## config.mk

```make
export PLATFORM = sky130hd
export DESIGN_NAME = fetch_ctrl_flat
export DESIGN_NICKNAME = d
export VERILOG_FILES = /design/src/rtl/riscv_pkg.sv /design/src/rtl/fetch_ctrl_if.sv /design/src/rtl/fetch_buf.sv /design/src/rtl/fetch_ctrl.sv /design/src/flat_wrapper.sv
export SDC_FILE = /design/constraint.sdc
export NUM_CORES = 1
export LEC_CHECK = 0
export ABC_AREA = 0
export BUFFER_PORTS_ARGS = -buffer_cell sky130_fd_sc_hd__buf_2
export CAP_MARGIN = 20
export CORE_MARGIN = 5
export CORE_UTILIZATION = 30
export DETAILED_ROUTE_END_ITERATION = 12
export PLACE_DENSITY = 0.6
export SETUP_SLACK_MARGIN = 0.15
export SLEW_MARGIN = 10
export SYNTH_ARGS = -nofsm -noshare
export SYNTH_HDL_FRONTEND = slang
export SYNTH_SLANG_ARGS = --single-unit
export TNS_END_PERCENT = 20
```

## constraint.sdc

```tcl
create_clock -name clk -period 8 [get_ports clk]
set_clock_uncertainty 0.15 [all_clocks]
set_input_delay 0.8 -clock clk [delete_from_list [all_inputs] [get_ports clk]]
set_output_delay 0.8 -clock clk [all_outputs]
set_load 0.01 [all_outputs]
```

## src/rtl/riscv_pkg.sv

```systemverilog
// rtl/riscv_pkg.sv - shared constants and types for the instruction fetch slice
// Contents: XLEN, NOP encoding, default reset PC, fetch FSM state enum,
//           buffered fetch entry {pc, instr}.
package riscv_pkg;

  localparam int XLEN = 32;

  localparam logic [XLEN-1:0] INSN_NOP         = 32'h0000_0013;
  localparam logic [XLEN-1:0] RESET_PC_DEFAULT = 32'h0000_0000;

  typedef enum logic [1:0] {
    FETCH    = 2'd0,  // request in flight, response will be kept
    WAIT_BUF = 2'd1,  // no request; buffer has no room for another response
    DRAIN    = 2'd2   // request in flight whose response is thrown away
  } fetch_state_t;

  typedef struct packed {
    logic [XLEN-1:0] pc;
    logic [XLEN-1:0] instr;
  } fetch_entry_t;

endpackage

```

## src/rtl/fetch_ctrl_if.sv

```systemverilog
// rtl/fetch_ctrl_if.sv - instruction memory, redirect and decode handshake bundle
// Signals: imem_req/imem_addr/imem_ready/imem_rdata (memory request/response),
//          redirect_valid/redirect_pc (control-flow change),
//          out_valid/out_pc/out_instr/out_ready (to decode).
// Modports: master = fetch controller, slave = memory/core environment.
interface fetch_ctrl_if;
  import riscv_pkg::*;

  logic            imem_req;
  logic [XLEN-1:0] imem_addr;
  logic            imem_ready;
  logic [XLEN-1:0] imem_rdata;

  logic            redirect_valid;
  logic [XLEN-1:0] redirect_pc;

  logic            out_valid;
  logic [XLEN-1:0] out_pc;
  logic [XLEN-1:0] out_instr;
  logic            out_ready;

  modport master (
    output imem_req, imem_addr,
    input  imem_ready, imem_rdata,
    input  redirect_valid, redirect_pc,
    output out_valid, out_pc, out_instr,
    input  out_ready
  );

  modport slave (
    input  imem_req, imem_addr,
    output imem_ready, imem_rdata,
    output redirect_valid, redirect_pc,
    input  out_valid, out_pc, out_instr,
    output out_ready
  );

endinterface

```

## src/rtl/fetch_buf.sv

```systemverilog
// rtl/fetch_buf.sv - fetched-instruction FIFO with flush
// Ports: clk, reset_n (sync, active-low), flush (empties at the edge, wins
//        over push/pop), push/push_data, pop, head (combinational read of the
//        oldest entry), count (current occupancy).
// DEPTH must be a power of two (2 or 4) so the pointers wrap naturally.
module fetch_buf
  import riscv_pkg::*;
#(
  parameter int DEPTH = 2
) (
  input  logic                         clk,
  input  logic                         reset_n,
  input  logic                         flush,
  input  logic                         push,
  input  fetch_entry_t                 push_data,
  input  logic                         pop,
  output fetch_entry_t                 head,
  output logic [$clog2(DEPTH+1)-1:0]   count
);

  localparam int PTR_W = $clog2(DEPTH);
  localparam int CNT_W = $clog2(DEPTH + 1);
  localparam logic [CNT_W-1:0] FULL = CNT_W'(DEPTH);

  fetch_entry_t     mem [DEPTH];
  logic [PTR_W-1:0] wr_ptr;
  logic [PTR_W-1:0] rd_ptr;
  logic             push_ok;
  logic             pop_ok;

  // A push into a full buffer is accepted only when the head leaves this cycle.
  assign pop_ok  = pop && (count != '0);
  assign push_ok = push && ((count != FULL) || pop_ok);
  assign head    = mem[rd_ptr];

  always_ff @(posedge clk) begin
    if (push_ok && !flush) begin
      mem[wr_ptr] <= push_data;
    end
  end

  always_ff @(posedge clk) begin
    if (!reset_n || flush) begin
      wr_ptr <= '0;
      rd_ptr <= '0;
      count  <= '0;
    end else begin
      if (push_ok) wr_ptr <= wr_ptr + 1'b1;
      if (pop_ok)  rd_ptr <= rd_ptr + 1'b1;
      case ({push_ok, pop_ok})
        2'b10:   count <= count + 1'b1;
        2'b01:   count <= count - 1'b1;
        default: count <= count;
      endcase
    end
  end

endmodule

```

## src/rtl/fetch_ctrl.sv

```systemverilog
// rtl/fetch_ctrl.sv - instruction fetch controller: PC, request FSM, redirect handling
// Ports: clk, reset_n (sync, active-low), bus (fetch_ctrl_if.master: memory
//        request/response, redirect input, decode output handshake).
// Parameters: RESET_PC (first fetch address), BUF_DEPTH (2 or 4).
module fetch_ctrl
  import riscv_pkg::*;
#(
  parameter logic [XLEN-1:0] RESET_PC  = RESET_PC_DEFAULT,
  parameter int              BUF_DEPTH = 2
) (
  input logic          clk,
  input logic          reset_n,
  fetch_ctrl_if.master bus
);

  localparam int CNT_W = $clog2(BUF_DEPTH + 1);
  localparam logic [CNT_W-1:0] DEPTH_C  = CNT_W'(BUF_DEPTH);
  localparam logic [CNT_W-1:0] DEPTH_M1 = CNT_W'(BUF_DEPTH - 1);

  fetch_state_t    state, state_nxt;
  logic [XLEN-1:0] fetch_pc, fetch_pc_nxt;
  logic [XLEN-1:0] drain_addr, drain_addr_nxt;
  logic [XLEN-1:0] redirect_tgt;
  logic [CNT_W-1:0] count;
  logic [CNT_W-1:0] occ_after_pop;
  logic            out_valid;
  logic            pop;
  logic            push;
  fetch_entry_t    push_entry;
  fetch_entry_t    head;

  assign redirect_tgt  = bus.redirect_pc & ~32'h3;
  assign out_valid     = (count != '0);
  assign pop           = out_valid && bus.out_ready;
  assign occ_after_pop = count - {{(CNT_W-1){1'b0}}, pop};
  assign push_entry    = '{pc: fetch_pc, instr: bus.imem_rdata};

  fetch_buf #(.DEPTH(BUF_DEPTH)) u_buf (
    .clk       (clk),
    .reset_n   (reset_n),
    .flush     (bus.redirect_valid),
    .push      (push),
    .push_data (push_entry),
    .pop       (pop),
    .head      (head),
    .count     (count)
  );

  // In DRAIN the abandoned request's address is held while fetch_pc already
  // carries the redirect target.
  assign bus.imem_req  = (state == FETCH) || (state == DRAIN);
  assign bus.imem_addr = (state == DRAIN) ? drain_addr : fetch_pc;

  assign bus.out_valid = out_valid;
  assign bus.out_pc    = out_valid ? head.pc    : '0;
  assign bus.out_instr = out_valid ? head.instr : INSN_NOP;

  always_comb begin
    state_nxt      = state;
    fetch_pc_nxt   = fetch_pc;
    drain_addr_nxt = drain_addr;
    push           = 1'b0;
    case (state)
      FETCH: begin
        if (bus.redirect_valid) begin
          fetch_pc_nxt = redirect_tgt;
          if (!bus.imem_ready) begin
            state_nxt      = DRAIN;
            drain_addr_nxt = fetch_pc;
          end
        end else if (bus.imem_ready) begin
          push         = 1'b1;
          fetch_pc_nxt = fetch_pc + 32'd4;
          // The entry just pushed takes a slot; another request needs one more.
          state_nxt    = (occ_after_pop < DEPTH_M1) ? FETCH : WAIT_BUF;
        end
      end
      WAIT_BUF: begin
        if (bus.redirect_valid) begin
          fetch_pc_nxt = redirect_tgt;
          state_nxt    = FETCH;
        end else if (occ_after_pop < DEPTH_C) begin
          state_nxt = FETCH;
        end
      end
      DRAIN: begin
        if (bus.redirect_valid) fetch_pc_nxt = redirect_tgt;
        // Buffer was flushed on entry and nothing is pushed here, so it has room.
        if (bus.imem_ready) state_nxt = FETCH;
      end
      default: state_nxt = WAIT_BUF;
    endcase
  end

  // Reset parks in WAIT_BUF with an empty buffer: no request during reset,
  // request at RESET_PC in the cycle after the first non-reset edge.
  always_ff @(posedge clk) begin
    if (!reset_n) begin
      state      <= WAIT_BUF;
      fetch_pc   <= RESET_PC;
      drain_addr <= '0;
    end else begin
      state      <= state_nxt;
      fetch_pc   <= fetch_pc_nxt;
      drain_addr <= drain_addr_nxt;
    end
  end

endmodule

```

## src/flat_wrapper.sv

```systemverilog
// flat-port wrapper written by rule: the top's interface ports become plain ports
module fetch_ctrl_flat import riscv_pkg::*;
#(
  parameter logic [XLEN-1:0] RESET_PC  = RESET_PC_DEFAULT,
  parameter int              BUF_DEPTH = 2
)
  (clk, reset_n, bus_imem_req, bus_imem_addr, bus_imem_ready, bus_imem_rdata, bus_redirect_valid, bus_redirect_pc, bus_out_valid, bus_out_pc, bus_out_instr, bus_out_ready);
  fetch_ctrl_if bus_i ();
  input logic clk;
  input logic reset_n;
  output wire logic [$bits(bus_i.imem_req)-1:0] bus_imem_req;
  output wire logic [$bits(bus_i.imem_addr)-1:0] bus_imem_addr;
  input wire logic [$bits(bus_i.imem_ready)-1:0] bus_imem_ready;
  input wire logic [$bits(bus_i.imem_rdata)-1:0] bus_imem_rdata;
  input wire logic [$bits(bus_i.redirect_valid)-1:0] bus_redirect_valid;
  input wire logic [$bits(bus_i.redirect_pc)-1:0] bus_redirect_pc;
  output wire logic [$bits(bus_i.out_valid)-1:0] bus_out_valid;
  output wire logic [$bits(bus_i.out_pc)-1:0] bus_out_pc;
  output wire logic [$bits(bus_i.out_instr)-1:0] bus_out_instr;
  input wire logic [$bits(bus_i.out_ready)-1:0] bus_out_ready;
  assign bus_imem_req = bus_i.imem_req;
  assign bus_imem_addr = bus_i.imem_addr;
  assign bus_i.imem_ready = bus_imem_ready;
  assign bus_i.imem_rdata = bus_imem_rdata;
  assign bus_i.redirect_valid = bus_redirect_valid;
  assign bus_i.redirect_pc = bus_redirect_pc;
  assign bus_out_valid = bus_i.out_valid;
  assign bus_out_pc = bus_i.out_pc;
  assign bus_out_instr = bus_i.out_instr;
  assign bus_i.out_ready = bus_out_ready;
  fetch_ctrl #(.RESET_PC(RESET_PC), .BUF_DEPTH(BUF_DEPTH)) u_core (.clk(clk), .reset_n(reset_n), .bus(bus_i));
endmodule
```

### Word-level counts from Yosys, hierarchy flattened

Memory sizes are Yosys's and may differ from the RTL's. A register that Yosys moved wholly into a read port is not among the register bits.
Cells that the tools add are included.

| cells by class | value |
|---|---|
| reductions and logical operators | 17 |
| equal/unequal tests | 10 |
| div/mod/pow operators | 0 |
| $mul | 0 |
| add/sub/neg operators | 6 |
| magnitude comparators | 2 |
| shift-type cells | 0 |
| mux-type cells | 23 |
| bitwise operators | 1 |

Operator list:

| cell | number |
|---|---|
| $mux 32 | 6 |
| $pmux 32 s2 | 1 |
| $add 32x3->32 const B | 1 |
| $mux 2 | 6 |
| $mux 1 | 8 |
| $ne 3x3->1 const B | 2 |
| $pmux 2 s3 | 1 |
| $reduce_and 3->1 | 2 |
| $reduce_bool 2->1 | 3 |
| $eq 2x1->1 const B | 2 |
| $eq 2x2->1 const B | 2 |
| $logic_and 1x1->1 | 4 |
| $ne 2x2->1 const B | 2 |
| $pmux 2 s2 | 1 |
| $reduce_and 4->1 | 1 |
| $logic_or 1x1->1 | 3 |
| $ne 3x2->1 const B | 1 |
| $add 1x1->1 const B | 2 |
| $add 2x1->2 const B | 1 |
| $logic_not 1->1 | 2 |
| $logic_not 2->1 | 1 |
| $lt 2x1->1 const B | 1 |
| $lt 2x2->1 const B | 1 |
| $ne 2x1->1 const B | 1 |
| other kinds (4) | 4 |

| word-level totals | value |
|---|---|
| output and inout port bits | 98 |
| register bits after elaboration | 70 |
| bits of input ports | 69 |
| logic and storage cells | 66 |
| latch bits | 0 |
| memory bits (writable) | 128 |
| bits in read-only memories | 0 |
| memories | 1 |

Memories:

| name | depth | width | rd ports | clocked after Yosys merged registers in | wr ports | RTL line | source |
|---|---|---|---|---|---|---|---|
| u_core.u_buf.mem | 2 | 64 | 1 | 1 | 1 | fetch_buf.sv:25 | `fetch_entry_t mem [DEPTH];` |

### Longest topological paths before layout

| logic depth | value |
|---|---|
| word-level depth | 8 |
| gate-level depth with buffers | 10 |
| mapped depth without buffers | 9 |

### By module

From an unflattened synthesis, not the netlist that was laid out.

| second synthesis, totals | value |
|---|---|
| cell total of the unflattened synthesis | 768 |
| area total of the unflattened synthesis | 8,949.8 um^2 |

By module, submodules not included:

| module | cells each | seq. area each (um^2) | times used | area an instance (um^2) |
|---|---|---|---|---|
| fetch_buf | 228 | 3,943.8 | 1 | 4,869.7 |
| fetch_ctrl | 540 | 1,241.2 | 1 | 4,080.2 |

### Worst setup path after synthesis

Ideal clock, no wire load.

| path | value |
|---|---|
| path type | input -> register |
| start | input port bus_redirect_valid |
| end | memory u_core.u_buf.mem[0][0] (netlist bit) (enable) |
| stages | 3 |
| required time | 7.292 ns |
| data arrival time | 5.567 ns |
| setup time | 0.558 ns |
| buffers on the path | 1 |
| setup slack | 1.725 ns |
| cell sequence | clkbuf_1 > nand3b_1 > nor3_1 |

| on the way | value |
|---|---|
| longest elaborated chain between the ends | 6 |
| elaborated cells on any way between the ends | 7 |
| those cells by class | mux: 4; reduce/logical: 3 |

RTL lines:

| element | RTL line | source |
|---|---|---|
| start: declaration | flat_wrapper.sv:15 | `input wire logic [$bits(bus_i.redirect_valid)-1:0] bus_redirect_valid;` |
| $mux 1 | fetch_ctrl.sv:65 | `if (bus.redirect_valid) begin` |
| $mux 1 | fetch_ctrl.sv:63 | `case (state)` |
| $logic_and 1x1->1 | fetch_buf.sv:33 | `assign push_ok = push && ((count != FULL) \|\| pop_ok);` |
| $logic_and 1x1->1 (*) | fetch_buf.sv:37 | `if (push_ok && !flush) begin` |
| $mux 1 (*) | fetch_buf.sv:37 |  |
| $mux 1 (not written as such) (*) | fetch_buf.sv:38 | `mem[wr_ptr] <= push_data;` |
| end: declaration | fetch_buf.sv:25 |  |

Mark *: on every way between the ends. The rest lies on a longest branch, timed or not.

==> summary.md <==
| Metric | Value |
|---|---|
| Syn Area/Cell | `about 11 um2` |
| Worst setup margin | `4810 ps` |
| Placed Cells | `roughly 1,200` |
| Fin cells | `1,262` |
| Row Count | `approximately 60` |
| Post-synth ARST share | `0%` |
| GRT met2 Usage | `a little over a fifth` |
| Total CTS buffers | `17` |
| Worst EP required | `between 7000 and 8000 ps` |
| Max Buffers Root-to-Sink | `2` |
| Busiest grt layer | `met2` |
| Post-CTS Hold Buffers | `0` |
| Area growth syn-to-layout | `20.4%` |
| Crit-path cells | `buf_4, mux2i_1, nor2_1, buf_2` |
| Final ANT Viol Nets | `0` |
| Routed via count | `roughly 6,100` |
| Worst setup SP type | `flop` |
| DRC viols | `0` |
| Power per cell area | `219 nW/um2` |
| Synth Flop Type | `edfxtp_1` |
| Slowest stage delay, CP | `around 700 ps` |
| Most area-consuming cells after synthesis | `edfxtp_1, dfxtp_1, mux2i_1` |
| Maximum vdd drop | `roughly 0.14 mV` |
| GRT overflow | `0` |
| Setup tns final | `0 ps` |
| Hold_ws | `approximately 300 ps` |
| Die width | `between 150 and 200 um` |
| Core Area | `roughly 28,000 um2` |
| CTS tree | `built` |
| FF+latch count, synth | `191` |
| Critical Path Sink Type | `output pin` |
| Initial antenna violation count | `0` |
| Cell taking the most area after synthesis | `edfxtp_1` |
| Rel. slew slack | `between 30% and 40%` |
| Die footprint | `around 31,000 um2` |
| R2r worst-path depth | `10` |
| Max_cap viols | `0` |
| Post-Syn Instances | `between 700 and 800` |
| Detailed placement HPWL | `around 15,000 um` |
| Crit Path Max Fanout | `47` |
| First-pass detailed-route iteration total | `4` |
| Share of cells above drive strength 1 | `between 20% and 30%` |
| Max Slew Vio Count | `0` |
| Class of the most critical setup path | `reg2out` |
| # port buffers | `160` |
| Ant diodes | `0` |
| Nets | `about 950` |
| Netlist cell types | `62` |
| Hold Path Class | `reg2reg` |
| Hold Vio Cnt, Final | `0` |
| Crit path depth | `4` |
| Place WS | `4870 ps` |
| Routed wire length | `around 22,000 um` |
| Area fraction of the dominant cell type after synthesis | `between 40 and 50%` |
| Post-synthesis sequential area ratio | `just over 60%` |
| First-pass GRT wire length | `approximately 33,000 um` |
| Synthesis warning total | `0` |
| WP buf/inv | `2` |
| Total GRT Usage | `~14%` |
| Status | `completed` |
| Final Wtd Congestion | `0.824` |
| Worst-Skew Late Latency | `around 430 ps` |
| Post-synth EDFFs | `about 120` |
| Met3 usage in global routing | `4.14%` |
| Clock transition at the registers of the reported paths | `80 ps` |
| Initial Util | `between 30% and 40%` |
| Die Ht | `around 180 um` |
| Worst-margin pin slew | `just over 900 ps` |
| WL per Instance | `approximately 17 um` |
| Crit path DAT | `around 2200 ps` |
| Fin crit share | `39.9%` |
| Post-CTS sizing | `0` |
| Routing usage on met1 | `between 10% and 20%` |
| Vias in the first global route | `5,734` |
| Starting DRT DRC Count | `between 300 and 400` |
| Root buffer cell | `clkbuf_16` |
| Hold-critical path depth | `2` |
| Slowest cell on crit path | `buf_4` |
| Postcts setup bufs | `0` |
| I/O pin count | `~170` |
| Vias/cell | `just under 5` |
| CP delay by family, top | `buffers and inverters` |
| Htree depth | `4` |
| Final Power | `between 2000 and 2500 uW` |
| Largest net degree at the start of global routing | `61` |
| Leak | `between 0.003 and 0.004 uW` |
| Setup violations, final | `0` |
| Sink Count | `191` |
| Unrepaired setup endpoints after global routing | `false` |
| Minimum clock period | `about 3200 ps` |
| FMAX | `approximately 310 MHz` |
| Synthesized cell area | `between 8000 and 9000 um2` |
==> layout by cell type (no fill, tap or decap), types with 5 or more instances in the layout <==
cell       netlist  layout
a21oi_1         57      57
nand2_1         86      86
and4_1           5       5
inv_1           13      12
nand3_1         13      13
o21ai_0         27      27
a311oi_1         8       8
ha_1             6       5
mux2i_1         65      65
nand4_1          6       6
a211oi_1         8       8
o32ai_1          5       5
edfxtp_1       124     124
buf_4            5       7
buf_2            3     160
nor2_1          85      84
dfxtp_1         67      66
clkbuf_16        0      17
mux2_2          29      29
nor3_1           8       7
o221ai_1         5       5
==> through the flow <==
| stage | utilization (%) | cell area, um2 |
|---|---|---|
| after floorplan | - | 8380 |
| final | 36.5 | 10100 |
| after global placement | 34.4 | 9510 |
| after detailed placement | 34.4 | 9510 |
| after CTS | 36.5 | 10100 |
| after global routing | 36.5 | 10100 |
==> synthesized netlist by cell type (3+ instances only) <==
library cell / number
edfxtp_1: 124
a211oi_1: 8
o221ai_1: 5
a31oi_1: 3
nand3_1: 13
inv_1: 13
nor3_1: 8
or2_2: 4
nand4_1: 6
ha_1: 6
a311oi_1: 8
nor2_1: 85
o32ai_1: 5
clkbuf_1: 41
o21ai_0: 27
mux2_2: 29
buf_4: 5
xnor2_1: 4
o22ai_1: 4
mux2i_1: 65
dfxtp_1: 67
or3_1: 3
buf_2: 3
and4_1: 5
nand2_1: 86
and3_1: 4
a21oi_1: 57
==> cell type report <==
type / count / area [um2]
clock buffer: 18 / 439
clock inverter: 14 / 121
fill: 2786 / 17600
inverter: 14 / 52.6
multi-input combinational: 480 / 3070
sequential: 191 / 5070
tap: 378 / 473
timing repair buffer: 167 / 853
==> state kept, by name (all words and copies together), names as in the netlist, named ones only <==
signal	cells
u_core.u_buf.rd_ptr	1
u_core.fetch_pc	30
u_core.u_buf.wr_ptr	1
u_core.u_buf.mem	124
u_core.state	2
u_core.drain_addr	30
u_core.u_buf.count	2
==> per-layer routing <==
| layer | up-vias | wire, um |
|---|---|---|
| li1 | 2947 | - |
| met1 | 2965 | 10100 |
| met2 | 172 | 10100 |
| met3 | 17 | 1560 |
| met4 | 0 | 236 |
| met5 | - | 0 |
==> kinds of logic after synthesis <==
logic type	count (synthesis)	share of synthesized area, %
other cells	1	0.0448
buf+inv	65	3.19
mux	94	11.7
compound gates	139	10.4
flops	191	60.5
simple gates	231	12.7
fa+ha+maj	6	0.897
xor+xnor	6	0.628
==> power breakdown <==
part / total, uW / switching, uW / internal [uW]
clock: 810 / 392 / 419
combinational: 238 / 141 / 96.7
sequential: 1160 / 61.0 / 1100
==> path summary, 6_finish.rpt <==
kind                                            start               endpoint  slack, ps
worst min-delay path            u_core.drain_addr[15]  u_core.drain_addr[15]        300
worst max-delay path                             flop         bus_out_pc[10]       4810
worst max register to register  u_core.u_buf.count[0]        u_core.state[1]       5040
worst min register to register  u_core.drain_addr[15]  u_core.drain_addr[15]        300
==> worst min-delay path: stages, from the launching register on <==
cell and delay [ps]:
dfxtp_1 310, nand2_1 50, a21oi_1 50
No activity file was read; power rests on OpenSTA's default activity.
